`config.mk`:
```
export PLATFORM = sky130hd
export DESIGN_NAME = regfile_write_arbiter_flat
export DESIGN_NICKNAME = d
export VERILOG_FILES = /design/src/rtl/regfile_write_arbiter_pkg.sv /design/src/rtl/regfile_write_arbiter_if.sv /design/src/rtl/regfile_write_arbiter_rr_arbiter2.sv /design/src/rtl/regfile_write_arbiter.sv /design/src/flat_wrapper.sv
export SDC_FILE = /design/constraint.sdc
export NUM_CORES = 1
export LEC_CHECK = 0
export CAP_MARGIN = 30
export CELL_PAD_IN_SITES_DETAIL_PLACEMENT = 1
export CELL_PAD_IN_SITES_GLOBAL_PLACEMENT = 1
export CORE_ASPECT_RATIO = 0.6
export CORE_UTILIZATION = 21
export DETAILED_ROUTE_END_ITERATION = 7
export PLACE_DENSITY = 0.77
export SYNTH_ARGS = -nofsm -noshare
export SYNTH_HDL_FRONTEND = slang
export SYNTH_SLANG_ARGS = --single-unit
```
`constraint.sdc`:
```
create_clock -name clock -period 1.3 [get_ports clock]
set_input_delay 0.26 -clock clock [delete_from_list [all_inputs] [get_ports clock]]
set_output_delay 0.26 -clock clock [all_outputs]
set_load 0.01 [all_outputs]
```
`src/rtl/regfile_write_arbiter_pkg.sv`:
```
// Shared definitions for the register-file write arbiter.
//   REG_ADDR_W : register address width (8 registers)
//   DATA_W     : register data width
//   NUM_REGS   : number of registers in the attached register file
//   wr_cmd_t   : one write command {valid, addr, data}; also the output-stage layout
package regfile_write_arbiter_pkg;

  localparam int REG_ADDR_W = 3;
  localparam int DATA_W     = 8;
  localparam int NUM_REGS   = 8;

  typedef struct packed {
    logic                  valid;
    logic [REG_ADDR_W-1:0] addr;
    logic [DATA_W-1:0]     data;
  } wr_cmd_t;

endpackage

```
`src/rtl/regfile_write_arbiter_if.sv`:
```
// Bus interface of the register-file write arbiter.
// master : the environment (two writeback requesters, the register-file write
//          port and the read-address side); slave : the arbiter itself.
//   req0_*/req1_*         : write requests, valid/ready handshake
//   wr_hold               : downstream stall
//   wr_enable/register/data : register-file write port
//   rd_reg1/rd_reg2       : register-file read addresses
//   hazard1/hazard2       : read address hits the in-flight write
//   fwd1_data/fwd2_data   : bypass data, only with REGWR_FORWARD_EN
//   dbg_prio              : round-robin pointer (0 = requester 0 has priority)
//
// Handshake: a request transfers in every cycle where valid and ready are both
// high. Ready is combinational, never high without valid, and at most one of
// the two readies is high per cycle. A requester keeps reg/data stable while
// valid is high and ready is low; it may drop valid before ready.
import regfile_write_arbiter_pkg::*;

interface regfile_write_arbiter_if;
  logic                  req0_valid;
  logic                  req0_ready;
  logic [REG_ADDR_W-1:0] req0_reg;
  logic [DATA_W-1:0]     req0_data;
  logic                  req1_valid;
  logic                  req1_ready;
  logic [REG_ADDR_W-1:0] req1_reg;
  logic [DATA_W-1:0]     req1_data;
  logic                  wr_hold;
  logic                  wr_enable;
  logic [REG_ADDR_W-1:0] wr_register;
  logic [DATA_W-1:0]     wr_data;
  logic [REG_ADDR_W-1:0] rd_reg1;
  logic [REG_ADDR_W-1:0] rd_reg2;
  logic                  hazard1;
  logic                  hazard2;
`ifdef REGWR_FORWARD_EN
  logic [DATA_W-1:0]     fwd1_data;
  logic [DATA_W-1:0]     fwd2_data;
`endif
  logic                  dbg_prio;

  modport master (
    output req0_valid, req0_reg, req0_data, req1_valid, req1_reg, req1_data,
           wr_hold, rd_reg1, rd_reg2,
    input  req0_ready, req1_ready, wr_enable, wr_register, wr_data,
           hazard1, hazard2, dbg_prio
`ifdef REGWR_FORWARD_EN
    , fwd1_data, fwd2_data
`endif
  );

  modport slave (
    input  req0_valid, req0_reg, req0_data, req1_valid, req1_reg, req1_data,
           wr_hold, rd_reg1, rd_reg2,
    output req0_ready, req1_ready, wr_enable, wr_register, wr_data,
           hazard1, hazard2, dbg_prio
`ifdef REGWR_FORWARD_EN
    , fwd1_data, fwd2_data
`endif
  );
endinterface

```
`src/rtl/regfile_write_arbiter_rr_arbiter2.sv`:
```
// Two-way round-robin arbiter with a one-bit priority pointer.
//   clock, reset : clock and synchronous active-high reset
//   en           : arbitration allowed this cycle (grant is suppressed otherwise)
//   req[1:0]     : request vector
//   gnt[1:0]     : one-hot (or zero) grant, combinational
//   prio         : current pointer; 0 means requester 0 wins a tie
// The pointer moves to the non-granted requester on every grant.
import regfile_write_arbiter_pkg::*;

module rr_arbiter2 (
  input  logic       clock,
  input  logic       reset,
  input  logic       en,
  input  logic [1:0] req,
  output logic [1:0] gnt,
  output logic       prio
);

  logic prio_q, prio_d;

  always_comb begin
    gnt = 2'b00;
    if (en) begin
      if (req == 2'b11) gnt = prio_q ? 2'b10 : 2'b01;
      else              gnt = req;
    end
  end

  always_comb begin
    prio_d = prio_q;
    if (gnt[0])      prio_d = 1'b1;
    else if (gnt[1]) prio_d = 1'b0;
  end

  always_ff @(posedge clock) begin
    if (reset) prio_q <= 1'b0;
    else       prio_q <= prio_d;
  end

  assign prio = prio_q;

endmodule

```
`src/rtl/regfile_write_arbiter.sv`:
```
// Shares the single write port of an 8 x 8 register file between two
// writeback requesters. Accepted writes land in a one-entry output stage that
// drives the write port one cycle later; read addresses matching the staged
// write raise hazard flags.
//   clock, reset : clock and synchronous active-high reset
//   bus          : regfile_write_arbiter_if.slave (requests, write port,
//                  read addresses, hazards, optional bypass data, dbg_prio)
// Build option: define REGWR_FORWARD_EN to add fwd1_data/fwd2_data bypass
// outputs; without it only the hazard flags are produced.
import regfile_write_arbiter_pkg::*;

module regfile_write_arbiter (
  input logic                   clock,
  input logic                   reset,
  regfile_write_arbiter_if.slave bus
);

  wr_cmd_t    stage_q, stage_d;
  logic       can_accept;
  logic [1:0] gnt;
  logic       prio;

  // The stage can take a new write when empty or when its write commits now.
  // Reset blocks acceptance so no handshake completes into a clearing stage.
  assign can_accept = !reset && (!stage_q.valid || !bus.wr_hold);

  rr_arbiter2 u_arb (
    .clock (clock),
    .reset (reset),
    .en    (can_accept),
    .req   ({bus.req1_valid, bus.req0_valid}),
    .gnt   (gnt),
    .prio  (prio)
  );

  assign bus.req0_ready = gnt[0];
  assign bus.req1_ready = gnt[1];

  always_comb begin
    stage_d = stage_q;
    if (gnt[0]) begin
      stage_d.valid = 1'b1;
      stage_d.addr  = bus.req0_reg;
      stage_d.data  = bus.req0_data;
    end else if (gnt[1]) begin
      stage_d.valid = 1'b1;
      stage_d.addr  = bus.req1_reg;
      stage_d.data  = bus.req1_data;
    end else if (can_accept) begin
      // Drained with nothing new: only the valid bit clears, addr/data stay.
      stage_d.valid = 1'b0;
    end
  end

  always_ff @(posedge clock) begin
    if (reset) stage_q <= '0;
    else       stage_q <= stage_d;
  end

  assign bus.wr_enable   = stage_q.valid && !bus.wr_hold;
  assign bus.wr_register = stage_q.addr;
  assign bus.wr_data     = stage_q.data;

  // Hazards cover held writes and the cycle in which the write commits.
  assign bus.hazard1 = stage_q.valid && (stage_q.addr == bus.rd_reg1);
  assign bus.hazard2 = stage_q.valid && (stage_q.addr == bus.rd_reg2);

`ifdef REGWR_FORWARD_EN
  assign bus.fwd1_data = bus.hazard1 ? stage_q.data : '0;
  assign bus.fwd2_data = bus.hazard2 ? stage_q.data : '0;
`endif

  assign bus.dbg_prio = prio;

endmodule

```
`src/flat_wrapper.sv`:
```
// flat-port wrapper written by rule: the top's interface ports become plain ports
module regfile_write_arbiter_flat 
  (clock, reset, bus_req0_valid, bus_req0_reg, bus_req0_data, bus_req1_valid, bus_req1_reg, bus_req1_data, bus_wr_hold, bus_rd_reg1, bus_rd_reg2, bus_req0_ready, bus_req1_ready, bus_wr_enable, bus_wr_register, bus_wr_data, bus_hazard1, bus_hazard2, bus_dbg_prio);
  regfile_write_arbiter_if bus_i ();
  input logic clock;
  input logic reset;
  input wire logic [$bits(bus_i.req0_valid)-1:0] bus_req0_valid;
  input wire logic [$bits(bus_i.req0_reg)-1:0] bus_req0_reg;
  input wire logic [$bits(bus_i.req0_data)-1:0] bus_req0_data;
  input wire logic [$bits(bus_i.req1_valid)-1:0] bus_req1_valid;
  input wire logic [$bits(bus_i.req1_reg)-1:0] bus_req1_reg;
  input wire logic [$bits(bus_i.req1_data)-1:0] bus_req1_data;
  input wire logic [$bits(bus_i.wr_hold)-1:0] bus_wr_hold;
  input wire logic [$bits(bus_i.rd_reg1)-1:0] bus_rd_reg1;
  input wire logic [$bits(bus_i.rd_reg2)-1:0] bus_rd_reg2;
  output wire logic [$bits(bus_i.req0_ready)-1:0] bus_req0_ready;
  output wire logic [$bits(bus_i.req1_ready)-1:0] bus_req1_ready;
  output wire logic [$bits(bus_i.wr_enable)-1:0] bus_wr_enable;
  output wire logic [$bits(bus_i.wr_register)-1:0] bus_wr_register;
  output wire logic [$bits(bus_i.wr_data)-1:0] bus_wr_data;
  output wire logic [$bits(bus_i.hazard1)-1:0] bus_hazard1;
  output wire logic [$bits(bus_i.hazard2)-1:0] bus_hazard2;
  output wire logic [$bits(bus_i.dbg_prio)-1:0] bus_dbg_prio;
  assign bus_i.req0_valid = bus_req0_valid;
  assign bus_i.req0_reg = bus_req0_reg;
  assign bus_i.req0_data = bus_req0_data;
  assign bus_i.req1_valid = bus_req1_valid;
  assign bus_i.req1_reg = bus_req1_reg;
  assign bus_i.req1_data = bus_req1_data;
  assign bus_i.wr_hold = bus_wr_hold;
  assign bus_i.rd_reg1 = bus_rd_reg1;
  assign bus_i.rd_reg2 = bus_rd_reg2;
  assign bus_req0_ready = bus_i.req0_ready;
  assign bus_req1_ready = bus_i.req1_ready;
  assign bus_wr_enable = bus_i.wr_enable;
  assign bus_wr_register = bus_i.wr_register;
  assign bus_wr_data = bus_i.wr_data;
  assign bus_hazard1 = bus_i.hazard1;
  assign bus_hazard2 = bus_i.hazard2;
  assign bus_dbg_prio = bus_i.dbg_prio;
  regfile_write_arbiter u_core (.clock(clock), .reset(reset), .bus(bus_i));
endmodule
```
After elaboration in Yosys (flattened, before gate mapping)
Index checks and enable logic that the tools add are counted.
- bits in writable memories: 0
- input bits: 33
- word-level logic and storage cells: 26
- output and inout port bits: 17
- memories: 0
- flip-flop bits (word level): 13
- latch bits: 0
- memory bits (read-only): 0
- shift-type cells: 0
- bitwise logic cells: 0
- reduce and logical (&&, ||, !) cells: 10
- $add $sub $neg: 0
- equal/unequal tests: 3
- multiplexer cells: 9
- order comparisons: 0
- div/mod/pow operators: 0
- multiply operators: 0
- operators with widths (kind ; count):
    12-bit 2-to-1 mux ; 1
    11-bit 2-to-1 mux ; 1
    3-bit equality test ; 2
    2-bit 2-to-1 mux ; 3
    1-bit logical AND ; 4
    1-bit 2-to-1 mux ; 4
    1-bit zero test ; 3
    3-bit nonzero test ; 1
    2-bit equality test, second input constant ; 1
    2-bit nonzero test ; 1
    1-bit logical OR ; 1

Depth between registers and ports, before layout
- depth in word-level cells: 6
- mapped depth: 4
- mapped depth without buffers: 3

Modules after synthesis
A second synthesis with hierarchy kept.
- cells, all modules: 82
- area, all modules: 813.3 um2
- modules (own cells, without submodules) (module ; area each (um2) ; times used ; cells an instance ; sequential area each (um2)):
    regfile_write_arbiter ; 750.7 ; 1 ; 73 ; 240.2
    rr_arbiter2 ; 62.6 ; 1 ; 9 ; 20.0

Least setup slack after synthesis
Ideal clock, no wire load.
- path type: reg-to-output
- start: reg u_core.stage_q[11] (netlist name)
- end: out bus_req1_ready
- buffers on the path: 1
- required time: 1040 ps
- arrival: 937 ps
- setup slack: 103 ps
- stages on the path, launching flop included: 4
- cell sequence: dfxtp_1 a21o_1 nor3b_2 buf_4
- longest elaborated chain between the ends: 4
- RTL lines (item ; RTL line ; source):
    from (decl) ; regfile_write_arbiter.sv:18 ; wr_cmd_t stage_q, stage_d;
    from (signal assigned) ; regfile_write_arbiter.sv:57 ; else stage_q <= stage_d;
    1-bit zero test ; regfile_write_arbiter.sv:25 ; assign can_accept = !reset && (!stage_q.valid || !bus.wr_hold);
    1-bit logical OR ; regfile_write_arbiter.sv:25 ;
    1-bit logical AND ; regfile_write_arbiter.sv:25 ;
    2-bit 2-to-1 mux ; regfile_write_arbiter_rr_arbiter2.sv:23 ; if (en) begin
    to (decl) ; flat_wrapper.sv:17 ; output wire logic [$bits(bus_i.req1_ready)-1:0] bus_req1_ready;
Every way passes these cells.

Worst setup path after layout
- start: reg u_core.stage_q[11] (netlist name)
- end: out bus_req0_ready
- longest elaborated chain between the ends: 4
- RTL lines (item ; RTL line ; source):
    1-bit zero test ; regfile_write_arbiter.sv:25 ;
    1-bit logical OR ; regfile_write_arbiter.sv:25 ;
    1-bit logical AND ; regfile_write_arbiter.sv:25 ;
    2-bit 2-to-1 mux ; regfile_write_arbiter_rr_arbiter2.sv:23 ;
    to (decl) ; flat_wrapper.sv:16 ; output wire logic [$bits(bus_i.req0_ready)-1:0] bus_req0_ready;
Every way passes these cells.

==> flow_metrics.py <==
metrics = {
    "floorplanning": {
        "core_sq_mm": 0.00306,
        "start_util_pct": 23.4,
        "dieArea_sq_mm": 0.00365,
        "io_pins": 50,
        "die_h_microns": 47.2,
        "placementRows": 15,
        "die_w_microns": 77.4,
    },
    "logic_synthesis": {
        "synth_area_sq_um": 716,
        "ys_seq_area_share_pct": 36.4,
        "synth-seq-cells": 13,
        "postSynthAreaPerCell_sq_um": 10.1,
        "synthCells": 71,
        "ys_types": 21,
        "ys_warn_count": 0,
        "syn_nets": 104,
    },
    "grt": {
        "grt_usage_pct": 14.9,
        "grt_max_degree": 14,
        "grt_pass1_wl_mm": 3.93,
        "antenna_found_initial": 0,
        "overflow": 0,
        "grt_pass1_vias": 759,
    },
    "placement": {
        "place_worst_setup_slack_ns": -0.688,
        "placed_cells": 158,
        "hpwl_mm": 2.01,
        "port_buffers": 49,
        "dpl-instance-area_sq_mm": 0.00123,
        "routabilityCongestion": 0.742,
    },
    "cts": {
        "clk_pin_slew_ns": 0.06,
        "post-cts-setup-buffer-count": 0,
        "clock_latency_ns": 0.24,
        "cts_buffer_depth": 2,
        "htreeDepth": 1,
        "cts_num_sinks": 13,
        "cts_buffers": 3,
        "cts_tree": "done",
        "cts-hold-fix-buffers": 0,
        "cts_root_buf": "clkbuf_8",
    },
    "worst_setup_path": {
        "required_ns": 1.04,
        "rrSetupSlack_ns": 0.05,
        "end_kind": "primary output",
        "arrival_ns": 1.17,
        "path_max_fanout": 2,
        "reg2reg_to": "u_core.bus.wr_register[1]$_SDFFE_PP0P_",
        "start_kind": "flip-flop",
        "r2r_cells": 4,
        "crit_type": "flip-flop to primary output",
        "timing.rr.start": "u_core.stage_q[11]$_SDFFE_PP0P_",
    },
    "timing": {
        "period_needed_ns": 1.43,
        "setup_violations": 4,
        "worst_pin_slew_ns": 0.238,
        "setup_ws_ns": -0.129,
        "maxSlewHeadroom_pct": 84.1,
        "fin_crit_sh_pct": 110,
        "fin_worst_skew_ns": 0.00115,
        "final_hold_viol_count": 0,
        "drv_slew": 0,
        "fmax_mhz": 700,
        "holdWs_ns": 0.495,
        "rsz0062_at_grt": "yes",
    },
    "hold_path": {
        "hold_end": "u_core.stage_q[11]$_SDFFE_PP0P_",
        "hold_class": "primary input to flip-flop",
        "holdCritStartpoint": "bus_req0_valid",
        "min_delay_path_depth": 3,
    },
    "job": {
        "timing.max_cap.violations": 0,
    },
    "cells_and_area": {
        "final_nets": 154,
        "antenna_cells": 0,
        "drive_gt1_share_pct": 26.7,
        "fin_area_sq_mm": 0.00129,
        "fillCellCount": 361,
        "instances_no_fill": 162,
        "syn_to_final_growth_pct": 80.2,
    },
    "drt": {
        "ant_nets": 0,
        "drc": 0,
        "first_iter_violations": 17,
        "vias_per_cell": 4.58,
        "wirelength_mm": 2.66,
        "first_pass_iters": 6,
        "wl_per_cell_microns": 16.4,
        "vias": 742,
    },
    "power": {
        "powerDensity_mw_per_mm2": 927,
        "p_leak_nw": 0.583,
        "power.total_w": 0.00120,
        "peakVddDrop_mv": 0.300,
    },
    "status": {
        "violations": "negative setup slack",
        "status": "finished with violations",
    },
}
[worst max-delay path by stage]
stage,depth (start not counted),end,slack (ns),from
6_report,3,bus_req0_ready,-0.13,u_core.stage_q[11]$_SDFFE_PP0P_
5_1_grt,3,bus_req0_ready,-0.17,u_core.stage_q[11]$_SDFFE_PP0P_
4_1_cts,3,bus_req0_ready,-0.14,u_core.stage_q[11]$_SDFFE_PP0P_
3_5_place_dp,4,bus_req0_ready,-0.69,bus_wr_hold
3_3_place_gp,4,bus_req1_ready,-0.64,bus_wr_hold
2_1_floorplan,3,bus_req1_ready,0.10,u_core.stage_q[11]$_SDFFE_PP0P_
[layout make-up]
| type | instances | area, sq um | area share (%) |
|---|---|---|---|
| repair buffers | 60 | 533 | 41.3 |
| inverters | 1 | 3.75 | 0.291 |
| flip-flops and latches | 13 | 269 | 20.9 |
| multi-input cells | 42 | 387 | 30.0 |
| clock buffers | 4 | 45.0 | 3.49 |
| well taps | 42 | 52.6 | 4.07 |
[cells in the final DEF, fill, tap and decap left out, drive strengths merged, types with 2 or more instances in the layout]
cell type,count
xnor2,2
nor2b,2
clkbuf,4
nand2,2
dlygate4sd2,19
a221o,11
nor3,2
a211oi,2
dlymetal6s2s,2
nor3b,12
dfxtp,13
buf,16
clkdlybuf4s50,22
xor2,4
[state kept, by name (all words and copies together) (netlist names)]
signal,cells
u_core.u_arb.prio,1
u_core.stage_q,1
u_core.bus.wr_data,8
u_core.bus.wr_register,3
[cells by family after synthesis]
kind of cell	share of synthesized area (%)
xor gates and xnor gates	7.34
DFF	36.4
and+or+nand+nor	18.9
buffers and inverters	15.9
AOI/OAI and AO/OA	21.5
[power breakdown]
part | total (W) | internal (W) | switching [W]
Combinational | 0.000353 | 0.000213 | 0.000140
Clock | 0.000375 | 0.000217 | 0.000158
Sequential | 0.000468 | 0.000439 | 0.0000287
Total | 0.00120 | 0.000869 | 0.000327
[critical path, stage by stage (launching register included)]
cell	delay [ns]
dfxtp_2	0.33
a21o_1	0.22
a211oi_2	0.20
buf_2	0.18
[timing repair]
action	4_1_cts	5_1_grt
pin swaps	9	6
endpoints found under the setup margin	29	14
gates resized for setup	50	8
[synthesized netlist by cell type]
cell       count  area share [%]
nor3b_1       11              12
a211oi_2       1             1.7
clkbuf_1       1            0.52
a221o_1       11              15
nand2_1        2             1.0
nor3b_2        1             1.7
xnor2_1        2             2.4
buf_4         12              13
a2bb2oi_1      1             1.2
nor2_1         1            0.52
nor3_1         2             1.4
dfxtp_1       13              36
a211oi_1       1             1.0
xor2_1         4             4.9
a21o_1         1             1.0
buf_2          1            0.70
nand2b_1       1            0.87
buf_6          1             1.6
nor2b_1        2             1.7
o21bai_1       1             1.0
inv_1          1            0.52
[through the flow]
stage	setup TNS, ns	utilization (%)
finish	-0.299	42.2
global route	-0.568	42.2
CTS	-0.465	41.2
detailed placement	-8.34	40.2
global placement	-7.70	40.2
floorplan	0	-
[per-layer routing]
metal	vias up	routed length [microns]	global-route usage [%]
met1	360	1200	18.1
met5	-	0	0
met4	0	12	2.26
li1	351	-	-
met3	2	184	5.63
met2	29	1270	26.2
(Power assumes the default switching activity.)
